<file path="src/rtl/axi_lite_master_if.sv">
// AXI4-Lite bus between the command-port initiator and a register-file slave.
// The master modport is the initiator side; the slave modport is the target side.
interface axi_lite_master_if #(
    parameter int ADDR_WIDTH = 12,
    parameter int DATA_WIDTH = 32
);
    logic [ADDR_WIDTH-1:0]   m_axi_awaddr;
    logic                    m_axi_awvalid;
    logic                    m_axi_awready;
    logic [DATA_WIDTH-1:0]   m_axi_wdata;
    logic [DATA_WIDTH/8-1:0] m_axi_wstrb;
    logic                    m_axi_wvalid;
    logic                    m_axi_wready;
    logic [1:0]              m_axi_bresp;
    logic                    m_axi_bvalid;
    logic                    m_axi_bready;
    logic [ADDR_WIDTH-1:0]   m_axi_araddr;
    logic                    m_axi_arvalid;
    logic                    m_axi_arready;
    logic [DATA_WIDTH-1:0]   m_axi_rdata;
    logic [1:0]              m_axi_rresp;
    logic                    m_axi_rvalid;
    logic                    m_axi_rready;

    modport master (
        output m_axi_awaddr, m_axi_awvalid, m_axi_wdata, m_axi_wstrb, m_axi_wvalid,
               m_axi_bready, m_axi_araddr, m_axi_arvalid, m_axi_rready,
        input  m_axi_awready, m_axi_wready, m_axi_bresp, m_axi_bvalid,
               m_axi_arready, m_axi_rdata, m_axi_rresp, m_axi_rvalid
    );

    modport slave (
        input  m_axi_awaddr, m_axi_awvalid, m_axi_wdata, m_axi_wstrb, m_axi_wvalid,
               m_axi_bready, m_axi_araddr, m_axi_arvalid, m_axi_rready,
        output m_axi_awready, m_axi_wready, m_axi_bresp, m_axi_bvalid,
               m_axi_arready, m_axi_rdata, m_axi_rresp, m_axi_rvalid
    );
endinterface

</file>
<file path="src/rtl/axi_lite_master.sv">
// Single-outstanding AXI4-Lite initiator: turns a request/response command port
// into AXI4-Lite reads and writes for the NPU control register file.
// Optional watchdog: define AXIL_MST_TIMEOUT_EN to abort a stalled transaction
// after TIMEOUT_CYCLES cycles in one bus state, reporting rsp_resp = 2'b11.
module axi_lite_master #(
    parameter int AXI_ADDR_WIDTH = 12,
    parameter int AXI_DATA_WIDTH = 32,
    parameter int TIMEOUT_CYCLES = 1024
) (
    input  logic                        clk,
    input  logic                        rst,
    input  logic                        req_valid,
    output logic                        req_ready,
    input  logic                        req_write,
    input  logic [AXI_ADDR_WIDTH-1:0]   req_addr,
    input  logic [AXI_DATA_WIDTH-1:0]   req_wdata,
    input  logic [AXI_DATA_WIDTH/8-1:0] req_wstrb,
    output logic                        rsp_valid,
    input  logic                        rsp_ready,
    output logic [AXI_DATA_WIDTH-1:0]   rsp_rdata,
    output logic [1:0]                  rsp_resp,
    output logic                        rsp_err,
    axi_lite_master_if.master           m_axi
);

    typedef enum logic [2:0] {
        IDLE,
        WR_REQ,
        WR_RESP,
        RD_REQ,
        RD_RESP,
        DONE
    } state_t;

    state_t                      state_q, state_d;
    logic                        req_ready_q;
    logic [AXI_ADDR_WIDTH-1:0]   addr_q;
    logic [AXI_DATA_WIDTH-1:0]   wdata_q;
    logic [AXI_DATA_WIDTH/8-1:0] wstrb_q;
    logic                        awvalid_q, wvalid_q, bready_q, arvalid_q, rready_q;
    logic                        aw_done_q, w_done_q;
    logic                        rsp_valid_q;
    logic [AXI_DATA_WIDTH-1:0]   rsp_rdata_q;
    logic [1:0]                  rsp_resp_q;
    logic                        aw_hs, w_hs, busy, timeout;

    assign aw_hs = awvalid_q && m_axi.m_axi_awready;
    assign w_hs  = wvalid_q && m_axi.m_axi_wready;
    assign busy  = (state_q == WR_REQ) || (state_q == WR_RESP) ||
                   (state_q == RD_REQ) || (state_q == RD_RESP);

`ifdef AXIL_MST_TIMEOUT_EN
    localparam int TIMER_W = $clog2(TIMEOUT_CYCLES + 1);

    logic [TIMER_W-1:0] timer_q, timer_d;

    assign timer_d = timer_q + 1'b1;
    assign timeout = busy && (timer_q == TIMER_W'(TIMEOUT_CYCLES - 1));

    // Watchdog counts cycles spent in one bus state and restarts on every state change
    always_ff @(posedge clk) begin
        if (rst || (state_d != state_q)) begin
            timer_q <= '0;
        end else if (busy) begin
            timer_q <= timer_d;
        end
    end
`else
    assign timeout = 1'b0;
`endif

    // Next-state decode; write leaves WR_REQ once both AW and W have handshaken
    always_comb begin
        state_d = state_q;
        case (state_q)
            IDLE:    if (req_valid && req_ready_q) state_d = req_write ? WR_REQ : RD_REQ;
            WR_REQ:  if ((aw_done_q || aw_hs) && (w_done_q || w_hs)) state_d = WR_RESP;
            WR_RESP: if (bready_q && m_axi.m_axi_bvalid) state_d = DONE;
            RD_REQ:  if (arvalid_q && m_axi.m_axi_arready) state_d = RD_RESP;
            RD_RESP: if (rready_q && m_axi.m_axi_rvalid) state_d = DONE;
            DONE:    if (rsp_ready) state_d = IDLE;
            default: state_d = IDLE;
        endcase
        if (timeout) state_d = DONE;
    end

    // Transaction FSM with every bus and response output held in a register
    always_ff @(posedge clk) begin
        if (rst) begin
            state_q     <= IDLE;
            req_ready_q <= 1'b0;
            addr_q      <= '0;
            wdata_q     <= '0;
            wstrb_q     <= '0;
            awvalid_q   <= 1'b0;
            wvalid_q    <= 1'b0;
            bready_q    <= 1'b0;
            arvalid_q   <= 1'b0;
            rready_q    <= 1'b0;
            aw_done_q   <= 1'b0;
            w_done_q    <= 1'b0;
            rsp_valid_q <= 1'b0;
            rsp_rdata_q <= '0;
            rsp_resp_q  <= 2'b00;
        end else begin
            state_q <= state_d;
            case (state_q)
                IDLE: begin
                    if (req_valid && req_ready_q) begin
                        req_ready_q <= 1'b0;
                        addr_q      <= req_addr;
                        wdata_q     <= req_wdata;
                        wstrb_q     <= req_wstrb;
                        aw_done_q   <= 1'b0;
                        w_done_q    <= 1'b0;
                        if (req_write) begin
                            awvalid_q <= 1'b1;
                            wvalid_q  <= 1'b1;
                        end else begin
                            arvalid_q <= 1'b1;
                        end
                    end else begin
                        req_ready_q <= 1'b1;
                    end
                end
                WR_REQ: begin
                    if (aw_hs) begin
                        awvalid_q <= 1'b0;
                        aw_done_q <= 1'b1;
                    end
                    if (w_hs) begin
                        wvalid_q <= 1'b0;
                        w_done_q <= 1'b1;
                    end
                    if (state_d == WR_RESP) bready_q <= 1'b1;
                end
                WR_RESP: begin
                    if (bready_q && m_axi.m_axi_bvalid) begin
                        bready_q    <= 1'b0;
                        rsp_resp_q  <= m_axi.m_axi_bresp;
                        rsp_rdata_q <= '0;
                        rsp_valid_q <= 1'b1;
                    end
                end
                RD_REQ: begin
                    if (arvalid_q && m_axi.m_axi_arready) begin
                        arvalid_q <= 1'b0;
                        rready_q  <= 1'b1;
                    end
                end
                RD_RESP: begin
                    if (rready_q && m_axi.m_axi_rvalid) begin
                        rready_q    <= 1'b0;
                        rsp_rdata_q <= m_axi.m_axi_rdata;
                        rsp_resp_q  <= m_axi.m_axi_rresp;
                        rsp_valid_q <= 1'b1;
                    end
                end
                DONE: begin
                    if (rsp_ready) begin
                        rsp_valid_q <= 1'b0;
                        req_ready_q <= 1'b1;
                    end
                end
                default: ;
            endcase
            if (timeout) begin
                awvalid_q   <= 1'b0;
                wvalid_q    <= 1'b0;
                bready_q    <= 1'b0;
                arvalid_q   <= 1'b0;
                rready_q    <= 1'b0;
                rsp_valid_q <= 1'b1;
                rsp_resp_q  <= 2'b11;
                rsp_rdata_q <= '0;
            end
        end
    end

    assign req_ready           = req_ready_q;
    assign rsp_valid           = rsp_valid_q;
    assign rsp_rdata           = rsp_rdata_q;
    assign rsp_resp            = rsp_resp_q;
    assign rsp_err             = (rsp_resp_q != 2'b00);
    assign m_axi.m_axi_awaddr  = addr_q;
    assign m_axi.m_axi_awvalid = awvalid_q;
    assign m_axi.m_axi_wdata   = wdata_q;
    assign m_axi.m_axi_wstrb   = wstrb_q;
    assign m_axi.m_axi_wvalid  = wvalid_q;
    assign m_axi.m_axi_bready  = bready_q;
    assign m_axi.m_axi_araddr  = addr_q;
    assign m_axi.m_axi_arvalid = arvalid_q;
    assign m_axi.m_axi_rready  = rready_q;

endmodule

</file>
<file path="src/flat_wrapper.sv">
// flat-port wrapper written by rule: the top's interface ports become plain ports
module axi_lite_master_flat 
#(
    parameter int AXI_ADDR_WIDTH = 12,
    parameter int AXI_DATA_WIDTH = 32,
    parameter int TIMEOUT_CYCLES = 1024
)
  (clk, rst, req_valid, req_ready, req_write, req_addr, req_wdata, req_wstrb, rsp_valid, rsp_ready, rsp_rdata, rsp_resp, rsp_err, m_axi_m_axi_awaddr, m_axi_m_axi_awvalid, m_axi_m_axi_wdata, m_axi_m_axi_wstrb, m_axi_m_axi_wvalid, m_axi_m_axi_bready, m_axi_m_axi_araddr, m_axi_m_axi_arvalid, m_axi_m_axi_rready, m_axi_m_axi_awready, m_axi_m_axi_wready, m_axi_m_axi_bresp, m_axi_m_axi_bvalid, m_axi_m_axi_arready, m_axi_m_axi_rdata, m_axi_m_axi_rresp, m_axi_m_axi_rvalid);
  axi_lite_master_if #(.ADDR_WIDTH((12)), .DATA_WIDTH((32))) m_axi_i ();
  input  logic clk;
  input  logic rst;
  input  logic req_valid;
  output logic req_ready;
  input  logic req_write;
  input  logic [AXI_ADDR_WIDTH-1:0] req_addr;
  input  logic [AXI_DATA_WIDTH-1:0] req_wdata;
  input  logic [AXI_DATA_WIDTH/8-1:0] req_wstrb;
  output logic rsp_valid;
  input  logic rsp_ready;
  output logic [AXI_DATA_WIDTH-1:0] rsp_rdata;
  output logic [1:0] rsp_resp;
  output logic rsp_err;
  output wire logic [$bits(m_axi_i.m_axi_awaddr)-1:0] m_axi_m_axi_awaddr;
  output wire logic [$bits(m_axi_i.m_axi_awvalid)-1:0] m_axi_m_axi_awvalid;
  output wire logic [$bits(m_axi_i.m_axi_wdata)-1:0] m_axi_m_axi_wdata;
  output wire logic [$bits(m_axi_i.m_axi_wstrb)-1:0] m_axi_m_axi_wstrb;
  output wire logic [$bits(m_axi_i.m_axi_wvalid)-1:0] m_axi_m_axi_wvalid;
  output wire logic [$bits(m_axi_i.m_axi_bready)-1:0] m_axi_m_axi_bready;
  output wire logic [$bits(m_axi_i.m_axi_araddr)-1:0] m_axi_m_axi_araddr;
  output wire logic [$bits(m_axi_i.m_axi_arvalid)-1:0] m_axi_m_axi_arvalid;
  output wire logic [$bits(m_axi_i.m_axi_rready)-1:0] m_axi_m_axi_rready;
  input wire logic [$bits(m_axi_i.m_axi_awready)-1:0] m_axi_m_axi_awready;
  input wire logic [$bits(m_axi_i.m_axi_wready)-1:0] m_axi_m_axi_wready;
  input wire logic [$bits(m_axi_i.m_axi_bresp)-1:0] m_axi_m_axi_bresp;
  input wire logic [$bits(m_axi_i.m_axi_bvalid)-1:0] m_axi_m_axi_bvalid;
  input wire logic [$bits(m_axi_i.m_axi_arready)-1:0] m_axi_m_axi_arready;
  input wire logic [$bits(m_axi_i.m_axi_rdata)-1:0] m_axi_m_axi_rdata;
  input wire logic [$bits(m_axi_i.m_axi_rresp)-1:0] m_axi_m_axi_rresp;
  input wire logic [$bits(m_axi_i.m_axi_rvalid)-1:0] m_axi_m_axi_rvalid;
  assign m_axi_m_axi_awaddr = m_axi_i.m_axi_awaddr;
  assign m_axi_m_axi_awvalid = m_axi_i.m_axi_awvalid;
  assign m_axi_m_axi_wdata = m_axi_i.m_axi_wdata;
  assign m_axi_m_axi_wstrb = m_axi_i.m_axi_wstrb;
  assign m_axi_m_axi_wvalid = m_axi_i.m_axi_wvalid;
  assign m_axi_m_axi_bready = m_axi_i.m_axi_bready;
  assign m_axi_m_axi_araddr = m_axi_i.m_axi_araddr;
  assign m_axi_m_axi_arvalid = m_axi_i.m_axi_arvalid;
  assign m_axi_m_axi_rready = m_axi_i.m_axi_rready;
  assign m_axi_i.m_axi_awready = m_axi_m_axi_awready;
  assign m_axi_i.m_axi_wready = m_axi_m_axi_wready;
  assign m_axi_i.m_axi_bresp = m_axi_m_axi_bresp;
  assign m_axi_i.m_axi_bvalid = m_axi_m_axi_bvalid;
  assign m_axi_i.m_axi_arready = m_axi_m_axi_arready;
  assign m_axi_i.m_axi_rdata = m_axi_m_axi_rdata;
  assign m_axi_i.m_axi_rresp = m_axi_m_axi_rresp;
  assign m_axi_i.m_axi_rvalid = m_axi_m_axi_rvalid;
  axi_lite_master #(.AXI_ADDR_WIDTH(AXI_ADDR_WIDTH), .AXI_DATA_WIDTH(AXI_DATA_WIDTH), .TIMEOUT_CYCLES(TIMEOUT_CYCLES)) u_core (.clk(clk), .rst(rst), .req_valid(req_valid), .req_ready(req_ready), .req_write(req_write), .req_addr(req_addr), .req_wdata(req_wdata), .req_wstrb(req_wstrb), .rsp_valid(rsp_valid), .rsp_ready(rsp_ready), .rsp_rdata(rsp_rdata), .rsp_resp(rsp_resp), .rsp_err(rsp_err), .m_axi(m_axi_i));
endmodule
</file>
<file path="config.mk">
export PLATFORM = sky130hd
export DESIGN_NAME = axi_lite_master_flat
export DESIGN_NICKNAME = d
export VERILOG_FILES = /design/src/rtl/axi_lite_master_if.sv /design/src/rtl/axi_lite_master.sv /design/src/flat_wrapper.sv
export SDC_FILE = /design/constraint.sdc
export NUM_CORES = 1
export LEC_CHECK = 0
export ABC_AREA = 1
export BUFFER_PORTS_ARGS = -buffer_cell sky130_fd_sc_hd__buf_2
export CORE_ASPECT_RATIO = 2
export CORE_UTILIZATION = 44
export DETAILED_ROUTE_END_ITERATION = 10
export PLACE_DENSITY = 0.82
export SETUP_SLACK_MARGIN = 0.15
export SLEW_MARGIN = 20
export SYNTH_ARGS = -nofsm -noshare
export SYNTH_HDL_FRONTEND = slang
export SYNTH_SLANG_ARGS = --single-unit
</file>
<file path="constraint.sdc">
create_clock -name clk -period 1.4 [get_ports clk]
set_input_delay 0.21 -clock clk [delete_from_list [all_inputs] [get_ports clk]]
set_output_delay 0.21 -clock clk [all_outputs]
set_load 0.01 [all_outputs]
</file>
==> summary.txt <==
Residual overflow from global routing - 0
Post-route ant nets - 0
Maxcap violations - 0
Drt total wl - 11100 microns
CP Capture Type - register
Synth Flop Type - dfxtp_1
Overall power - 6.43 mW
Worst-margin pin slew - 428 ps
Area Overhead vs Synth - 45.5%
Final instance area - 5210 sq um
DR vias - 3837
Fin crit period - 1400 ps
Share of cells above drive strength 1 - 39.6%
Hpwl dp - 6770 microns
TNS Setup - -4.09 ps
DRT iter0 DRCs - 246
Vias/cell - 4.98
Pre-CTS setup slack - -61.8 ps
Die width - 65.8 microns
Relative slew slack - 71.5%
Worst Skew - 7.46 ps
IO Pins - 196
Run status - finished with violations
Largest area contributor in the netlist - dfxtp_1
WP data required - 1670 ps
Yosys top cell area share - 52.6%
Fmax - 0.712 GHz
Cell count after synthesis - 478
Crit path kind - reg2reg
Synth unique cells - 19
Number of remaining DRC errors - 0
DIE AREA - 8520 sq um
Post-synth EDFFs - 0
Root Driver - clkbuf_16
Leak pwr - 2.63 nW
Clk sinks - 94
Core area - 7890 sq um
Total track usage - 25.2%
PnR worst setup slack - -4.09 ps
Hold_buf cts - 0
Htree depth - 3
Post-Syn Area - 3580 sq um
Worst min path class - in2reg
GP Congestion - 0.957
Final Hold Viols - 0
CP arrival - 1670 ps
Fillers - 643
Clock buffers created by TritonCTS - 9
Slew Limit Fails - 0
Initial antenna violation count - 0
Most instantiated cells after synthesis - nor2_1 (109), nand2_1 (103), dfxtp_1 (94)
Power Density - 1230 nW/um^2
Clk pin slew, worst setup/hold paths - 70 ps
Synth async-reset ratio - 0%
R2R Setup Slk - -4 ps
VDD IR max - 822 uV
Starting Density - 45.4%
Critical Path Start Type - register
First drt pass iteration count - 4
Setup Viol. Count Final - 1
Synth Area per Inst - 7.49 sq um
Failing checks - negative setup slack
Top post-synthesis cells by area - dfxtp_1 (53%), nor2_1 (11%), nand2_1 (11%), o21ai_0 (7.1%), a21oi_1 (5.9%)
FF+latch count, synth - 94
Die H - 130 microns
Dpl cell area - 4580 sq um
Vias in the first global route - 3615
Worst-Skew Late Latency - 340 ps
Total Nets Final - 764
Min Hold Slack - 93.7 ps
Wirelength per Cell - 14.4 microns
Fin crit share - 100%
Ant diodes - 0
Row count - 46
Most common cell in the netlist - nor2_1
Synthesis Warnings - 0
Post-synthesis sequential area ratio - 52.6%
Crit-path max FO - 16
CTS tree - yes
Syn_nets - 572
Clk buf depth - 2
Global-route wire length before repair - 16500 microns
Unrepaired setup endpoints after global routing - true
I/O Buffers - 195
Largest net degree at the start of global routing - 49
[kinds of logic after synthesis]
logic type	share of synthesized area, %
buf+inv	8.18
compound gates	13.2
flops	52.6
simple gates	26.1
[metal layers]
layer	up-vias	wire, microns	GRT usage (%)
li1	1890	-	-
met1	1723	4010	24.8
met2	193	5970	46.0
met3	31	767	6.69
met4	0	335	13.8
met5	-	0	0
[worst max-delay path, cell delays in order (launching register included)]
cell and delay [ps]:
dfxtp_2 350, nor2_4 200, nand2_4 100, nor2_4 180
buf_12 120, buf_12 130, nand2_1 80, a21oi_2 160
[layout by cell type (no fill, tap or decap), types with 3 or more instances in the layout]
master     synthesis  routed
a21oi_2            0       6
nor2_2             1       4
o21ai_0           51      51
dfxtp_1           94      91
clkbuf_16          0      11
nand2_1          103      99
buf_4             12      11
buf_2              9     195
nand2_4            1       3
nor2_1           109     104
nor2_4             3       5
nand3_1           12       9
buf_12             0       6
nand2_8            0       5
inv_2              3       4
a21oi_1           42      36
inv_1             17      15
[sequential cells by signal (all words and copies together) (netlist names), 2 cells and up]
register / count
u_core.m_axi.m_axi_wstrb: 4
u_core.m_axi.m_axi_araddr: 12
u_core.m_axi.m_axi_wdata: 32
u_core.rsp_rdata: 32
u_core.state_q: 3
u_core.rsp_resp: 2
[final cells by class]
class	instances	area (sq um)	share of cell area, %
multi-input combinational	330	1580	30.3
clock buffer	10	239	4.59
timing repair buffer	215	1260	24.1
clock inverter	6	46.3	0.889
sequential	94	1890	36.2
tap	96	120	2.31
inverter	20	80.1	1.54
[power by group]
part	internal (mW)	switching, mW	total (mW)
Combinational	0.485	0.686	1.17
Clock	1.26	1.03	2.29
Sequential	2.86	0.105	2.97
[what timing repair did]
action,CTS,global route
endpoints found under the setup margin,88,91
setup buffers,6,2
resized for setup,23,16
pin swaps,6,4
cloned,4,2
[per-stage QoR]
| stage | utilization [%] | instances |
|---|---|---|
| 4_1_cts | 64.4 | 767 |
| 6_report | 66.1 | 771 |
| 2_1_floorplan | - | 478 |
| 3_5_place_dp | 58.0 | 741 |
| 5_1_grt | 66.1 | 771 |
| 3_3_place_gp | 58.0 | 741 |
[path summary, 6_finish.rpt]
check,cells past startpoint,to,startpoint
worst max register to register,7,u_core.rsp_rdata[31],u_core.state_q[1]
worst max-delay path,7,u_core.rsp_rdata[31],u_core.state_q[1]
worst min register to register,2,u_core.rsp_rdata[24],u_core.rsp_rdata[24]
worst min-delay path,3,u_core.m_axi.m_axi_wdata[23],req_wdata[23]
No activity file was read; power rests on OpenSTA's default activity.
